==> src/rtl/vga_tile_pkg.sv <==
// Shared types and constants for the tile pixel buffer write path.
// RGB332 pixels, 16x16 tile, address packed as {y,x}.
package vga_tile_pkg;

    localparam int TILE_W_BITS = 4;
    localparam int DATA_W      = 8;
    localparam int ADDR_W      = 2 * TILE_W_BITS;

    typedef enum logic [1:0] {
        IDLE = 2'd0,
        FILL = 2'd1,
        DONE = 2'd2
    } fill_state_t;

    localparam logic [DATA_W-1:0] RED    = 8'hE0;
    localparam logic [DATA_W-1:0] GREEN  = 8'h1C;
    localparam logic [DATA_W-1:0] BLUE   = 8'h03;
    localparam logic [DATA_W-1:0] YELLOW = 8'hFC;

    function automatic logic [ADDR_W-1:0] pack_addr(
        input logic [TILE_W_BITS-1:0] y,
        input logic [TILE_W_BITS-1:0] x
    );
        return {y, x};
    endfunction

endpackage

==> src/rtl/vga_tile_rect_walker.sv <==
// Row-major walker over a latched inclusive rectangle.
// Advances one pixel per step and flags the final pixel.
module vga_tile_rect_walker
    import vga_tile_pkg::*;
(
    input  logic                   VGA_CLK,
    input  logic                   RST_N,
    input  logic                   load,
    input  logic [TILE_W_BITS-1:0] x0,
    input  logic [TILE_W_BITS-1:0] y0,
    input  logic [TILE_W_BITS-1:0] x1,
    input  logic [TILE_W_BITS-1:0] y1,
    input  logic                   step,
    output logic [ADDR_W-1:0]      addr,
    output logic                   last_pix
);

    logic [TILE_W_BITS-1:0] cx;
    logic [TILE_W_BITS-1:0] cy;
    logic [TILE_W_BITS-1:0] lx0;
    logic [TILE_W_BITS-1:0] lx1;
    logic [TILE_W_BITS-1:0] ly1;
    logic                   last_col;

    assign last_col = (cx == lx1);
    assign last_pix = last_col && (cy == ly1);
    assign addr     = pack_addr(cy, cx);

    always_ff @(posedge VGA_CLK or posedge RST_N) begin
        if (RST_N) begin
            cx  <= '0;
            cy  <= '0;
            lx0 <= '0;
            lx1 <= '0;
            ly1 <= '0;
        end else if (load) begin
            lx0 <= x0;
            lx1 <= x1;
            ly1 <= y1;
            cx  <= x0;
            cy  <= y0;
        end else if (step) begin
            // Wrap to the left edge; the row only moves while rows remain.
            if (last_col) begin
                cx <= lx0;
                if (cy != ly1) begin
                    cy <= cy + TILE_W_BITS'(1);
                end
            end else begin
                cx <= cx + TILE_W_BITS'(1);
            end
        end
    end

endmodule

==> src/rtl/vga_tile_wr_arb.sv <==
// Tile buffer write-port arbiter: host pixel writes versus rectangle fill,
// host first with a bounded burst so an active fill keeps moving.
module vga_tile_wr_arb
    import vga_tile_pkg::*;
#(
    parameter int MAX_HOST_BURST = 4
) (
    input  logic                   VGA_CLK,
    input  logic                   RST_N,
    input  logic                   host_wr_req,
    input  logic [ADDR_W-1:0]      host_wr_addr,
    input  logic [DATA_W-1:0]      host_wr_data,
    output logic                   host_wr_ack,
    input  logic                   fill_start,
    input  logic [TILE_W_BITS-1:0] fill_x0,
    input  logic [TILE_W_BITS-1:0] fill_y0,
    input  logic [TILE_W_BITS-1:0] fill_x1,
    input  logic [TILE_W_BITS-1:0] fill_y1,
    input  logic [DATA_W-1:0]      fill_color,
    output logic                   fill_busy,
    output logic                   fill_done,
    output logic                   fill_err,
    output logic                   mem_wr_en,
    output logic [ADDR_W-1:0]      mem_wr_addr,
    output logic [DATA_W-1:0]      mem_wr_data
);

    localparam logic [3:0] BURST_MAX = 4'(MAX_HOST_BURST);

    fill_state_t       state;
    fill_state_t       state_nx;
    logic [3:0]        burst;
    logic [3:0]        burst_nx;
    logic [DATA_W-1:0] color;
    logic              cmd_ok;
    logic              accept;
    logic              reject;
    logic              fill_slot;
    logic              last_pix;
    logic [ADDR_W-1:0] fill_addr;

    assign cmd_ok    = (fill_x0 <= fill_x1) && (fill_y0 <= fill_y1);
    assign fill_busy = (state != IDLE);
    assign fill_done = (state == DONE);

    always_comb begin
        state_nx    = state;
        accept      = 1'b0;
        reject      = 1'b0;
        burst_nx    = burst;
        host_wr_ack = host_wr_req && !RST_N
                   && !((state == FILL) && (burst == BURST_MAX));
        fill_slot   = (state == FILL) && !host_wr_ack;

        unique case (state)
            IDLE: begin
                if (fill_start) begin
                    if (cmd_ok) begin
                        accept   = 1'b1;
                        state_nx = FILL;
                    end else begin
                        reject = 1'b1;
                    end
                end
            end
            FILL: begin
                if (fill_slot && last_pix) begin
                    state_nx = DONE;
                end
            end
            DONE:    state_nx = IDLE;
            default: state_nx = IDLE;
        endcase

        // The streak only counts host wins that held off a pending fill.
        if ((state != FILL) || fill_slot) begin
            burst_nx = '0;
        end else if (host_wr_ack) begin
            burst_nx = burst + 4'd1;
        end
    end

    vga_tile_rect_walker u_walker (
        .VGA_CLK  (VGA_CLK),
        .RST_N    (RST_N),
        .load     (accept),
        .x0       (fill_x0),
        .y0       (fill_y0),
        .x1       (fill_x1),
        .y1       (fill_y1),
        .step     (fill_slot),
        .addr     (fill_addr),
        .last_pix (last_pix)
    );

    always_ff @(posedge VGA_CLK or posedge RST_N) begin
        if (RST_N) begin
            state       <= IDLE;
            burst       <= '0;
            color       <= '0;
            fill_err    <= 1'b0;
            mem_wr_en   <= 1'b0;
            mem_wr_addr <= '0;
            mem_wr_data <= '0;
        end else begin
            state     <= state_nx;
            burst     <= burst_nx;
            fill_err  <= reject;
            mem_wr_en <= host_wr_ack || fill_slot;
            if (accept) begin
                color <= fill_color;
            end
            if (host_wr_ack) begin
                mem_wr_addr <= host_wr_addr;
                mem_wr_data <= host_wr_data;
            end else if (fill_slot) begin
                mem_wr_addr <= fill_addr;
                mem_wr_data <= color;
            end
        end
    end

endmodule

==> config.mk <==
export PLATFORM = sky130hd
export DESIGN_NAME = vga_tile_wr_arb
export DESIGN_NICKNAME = d
export VERILOG_FILES = /design/src/rtl/vga_tile_pkg.sv /design/src/rtl/vga_tile_rect_walker.sv /design/src/rtl/vga_tile_wr_arb.sv
export SDC_FILE = /design/constraint.sdc
export NUM_CORES = 1
export LEC_CHECK = 0
export CORE_MARGIN = 8
export CORE_UTILIZATION = 45
export DETAILED_ROUTE_END_ITERATION = 10
export DONT_BUFFER_PORTS = 1
export HOLD_SLACK_MARGIN = 0.05
export PLACE_DENSITY = 0.62
export SLEW_MARGIN = 40
export SYNTH_ARGS = -nofsm -noshare
export SYNTH_HDL_FRONTEND = slang
export SYNTH_SLANG_ARGS = --single-unit
export TNS_END_PERCENT = 1
==> constraint.sdc <==
create_clock -name VGA_CLK -period 2.5 [get_ports VGA_CLK]
set_clock_uncertainty 0.1 [all_clocks]
set_input_delay 0.75 -clock VGA_CLK [delete_from_list [all_inputs] [get_ports VGA_CLK]]
set_output_delay 0.75 -clock VGA_CLK [all_outputs]
set_load 0.005 [all_outputs]
==> out/results.tsv <==
metric	value	unit
status	finished clean	
h-tree-depth	2	
fillers	531	
core-area	5890	um2
overflow	0	
endpoint_kind	flop	
grt_pass1_vias	1904	
synthCells	259	
synth_top_area_share	0.480	
rsz0062_at_grt	false	
preCtsSetupSlack	-0.0815	ns
cts_tree	done	
rows	28	
yosysSeqAreaShare	0.480	
worstMarginPinSlew	0.551	ns
p_total	0.00350	W
die_h	93.6	um
remaining_drc_errors	0	
antenna_found_initial	0	
crit_required	2.59	ns
seqCellArea	1300	um2
ys_warn_count	0	
hp-class	input port to async pin	
leakage	1.38	nW
final_common_cell	dfrtp_1	
post-route-util	0.516	
startpoint_type	input port	
stdcell_area	3030	um2
ys_top_cells_by_area	dfrtp_1 (48%), mux2_1 (7.9%), ha_1 (5.5%)	
crit_chain	inv_1 -> ha_1 -> buf_4 -> nand4_1 -> a21oi_2 -> nand2_2 -> nor2_8 -> mux2_2	
syn2layout_area_growth	12.0	%
synth_flop_cell	dfrtp_1	
grt_pass1_wl	10000	um
multi_input_area	1300	um2
critical-path-top-delay-family	simple AND/OR/NAND/NOR gates	
wl_per_cell	17.7	um
vdd_ir_drop_max	364	uV
synth_edf_count	0	
drtAntennaViolNets	0	
synth_seq_cells	52	
clkTransAtPathRegs	0.10	ns
clk_latency	0.30	ns
final-hold-violation-count	0	
globalplace.congestion	0.798	
postSynthAreaPerCell	10.5	um2
crit_fanout	23	
cts.sinks	52	
critPathMaxStageDelay	0.39	ns
synth_nets	315	
die_area	8760	um2
drive_above_1_share	0.128	
start_util	0.460	
numCtsBuffers	5	
ios	65	
synth_cell_types	44	
dpl.hpwl	4690	um
cp_slowest_cell	mux2_2	
ctsResizeCount	0	
cap_violations	0	
yosysTopAreaCell	dfrtp_1	
fin_nets	328	
slew_viol_final	0	
path_buf_inv	2	
place_area	2880	um2
fin_crit_sh	0.901	
fmax	0.444	GHz
via_per_inst	5.48	
arrival	2.34	ns
period_minus_slack	2.25	ns
final_cell_mix	dfrtp_1 (52), nand2_1 (36), nor2_1 (22)	
grt_max_degree	37	
powerDensity	1150	nW/um2
cts_root_buf	clkbuf_8	
hold_buffers	0	
totalWireLength	6150	um
setup_ws	0.247	ns
critPathKind	input port to flop	
synth_area	2710	um2
routed-via-count	1906	
slew_headroom	0.632	
diodes	0	
dr.pass1.iters	4	
cts_setup_buffers	0	
setup_viol	0	
async_flop_share	1.00	
clockBufferDepth	2	
grt.total_usage	0.146	
fp.dieW	93.6	um
drt_iter0_markers	62	
io_buffers	0	
fin_tns_setup	0	ns
==> worst register-to-register path: cells and delay by family (launching register included) <==
kind / cells / cell delay [ns]
compound gates: 1 / 0.17
mux: 1 / 0.39
flops: 1 / 0.41
simple gates: 3 / 0.94
==> power breakdown <==
| part | internal [W] | switching (W) |
|---|---|---|
| sequential | 0.00122 | 0.000335 |
| combinational | 0.000565 | 0.000599 |
| clock | 0.000500 | 0.000281 |
==> stage by stage <==
stage / std cells / hold WS (ns)
after global routing: 348 / 0.307
after global placement: 340 / 0.368
after CTS: 348 / 0.282
after detailed placement: 340 / 0.375
after floorplan: 259 / 0.357
final: 348 / 0.266
==> cells in the mapped netlist (all sizes together) (3+ instances only) <==
cell	count
dfrtp	52
nand2	37
nor2	23
mux2	20
a31oi	17
inv	13
ha	12
clkbuf	7
nor2b	6
o21ai	6
xnor2	6
xor2	6
a221o	5
nand3	5
a21oi	4
buf	4
nor3	4
nor4	4
a211oi	3
a21o	3
nand2b	3
==> logic make-up (layout without fill, tap and decap cells) <==
logic type | after synthesis | count (layout) | share of synthesized area
AOI/OAI and AO/OA | 47 | 47 | 0.129
adders and majority gates | 12 | 12 | 0.0554
and+or+nand+nor | 90 | 90 | 0.166
DFF | 52 | 52 | 0.480
xor gates and xnor gates | 12 | 12 | 0.0388
buffers and inverters | 24 | 38 | 0.0397
muxes | 22 | 22 | 0.0905
==> flip-flops by register name, summed over array words and instances (netlist names) <==
signal	cells
color	8
mem_wr_addr	8
mem_wr_data	8
burst	4
u_walker.cx	4
u_walker.cy	4
u_walker.lx0	4
u_walker.lx1	4
u_walker.ly1	4
state	2
fill_err	1
mem_wr_en	1
==> per-layer routing <==
metal  track usage  vias to the layer above  wire length, um
li1              -                      933                -
met1         0.183                      924             2670
met2         0.233                       43             2910
met3        0.0545                        6              525
met4        0.0317                        0               48
met5             0                        -                0
==> layout make-up <==
type                    instances  share of cell area
well taps                      75              0.0309
inverters                      13              0.0161
multi-input cells             183               0.430
flip-flops and latches         52               0.429
repair buffers                 17              0.0421
clock buffers                   5              0.0227
clock inverters                 3              0.0297
==> path summary, 6_finish.rpt <==
| path | endpoint | slack [ns] | depth (start not counted) | from |
|---|---|---|---|---|
| max in group asynchronous | u_walker.cx[3] | 1.41 | 2 | RST_N |
| max reg2reg | color[4] | 0.39 | 5 | state[0] |
| min | mem_wr_en | 0.27 | 1 | RST_N |
| min reg2reg | u_walker.lx0[0] | 0.39 | 1 | u_walker.lx0[0] |
| max | color[4] | 0.25 | 8 | fill_x1[1] |
| min in group VGA_CLK | u_walker.lx0[0] | 0.39 | 1 | u_walker.lx0[0] |
Power figures use the tool's default switching activity.
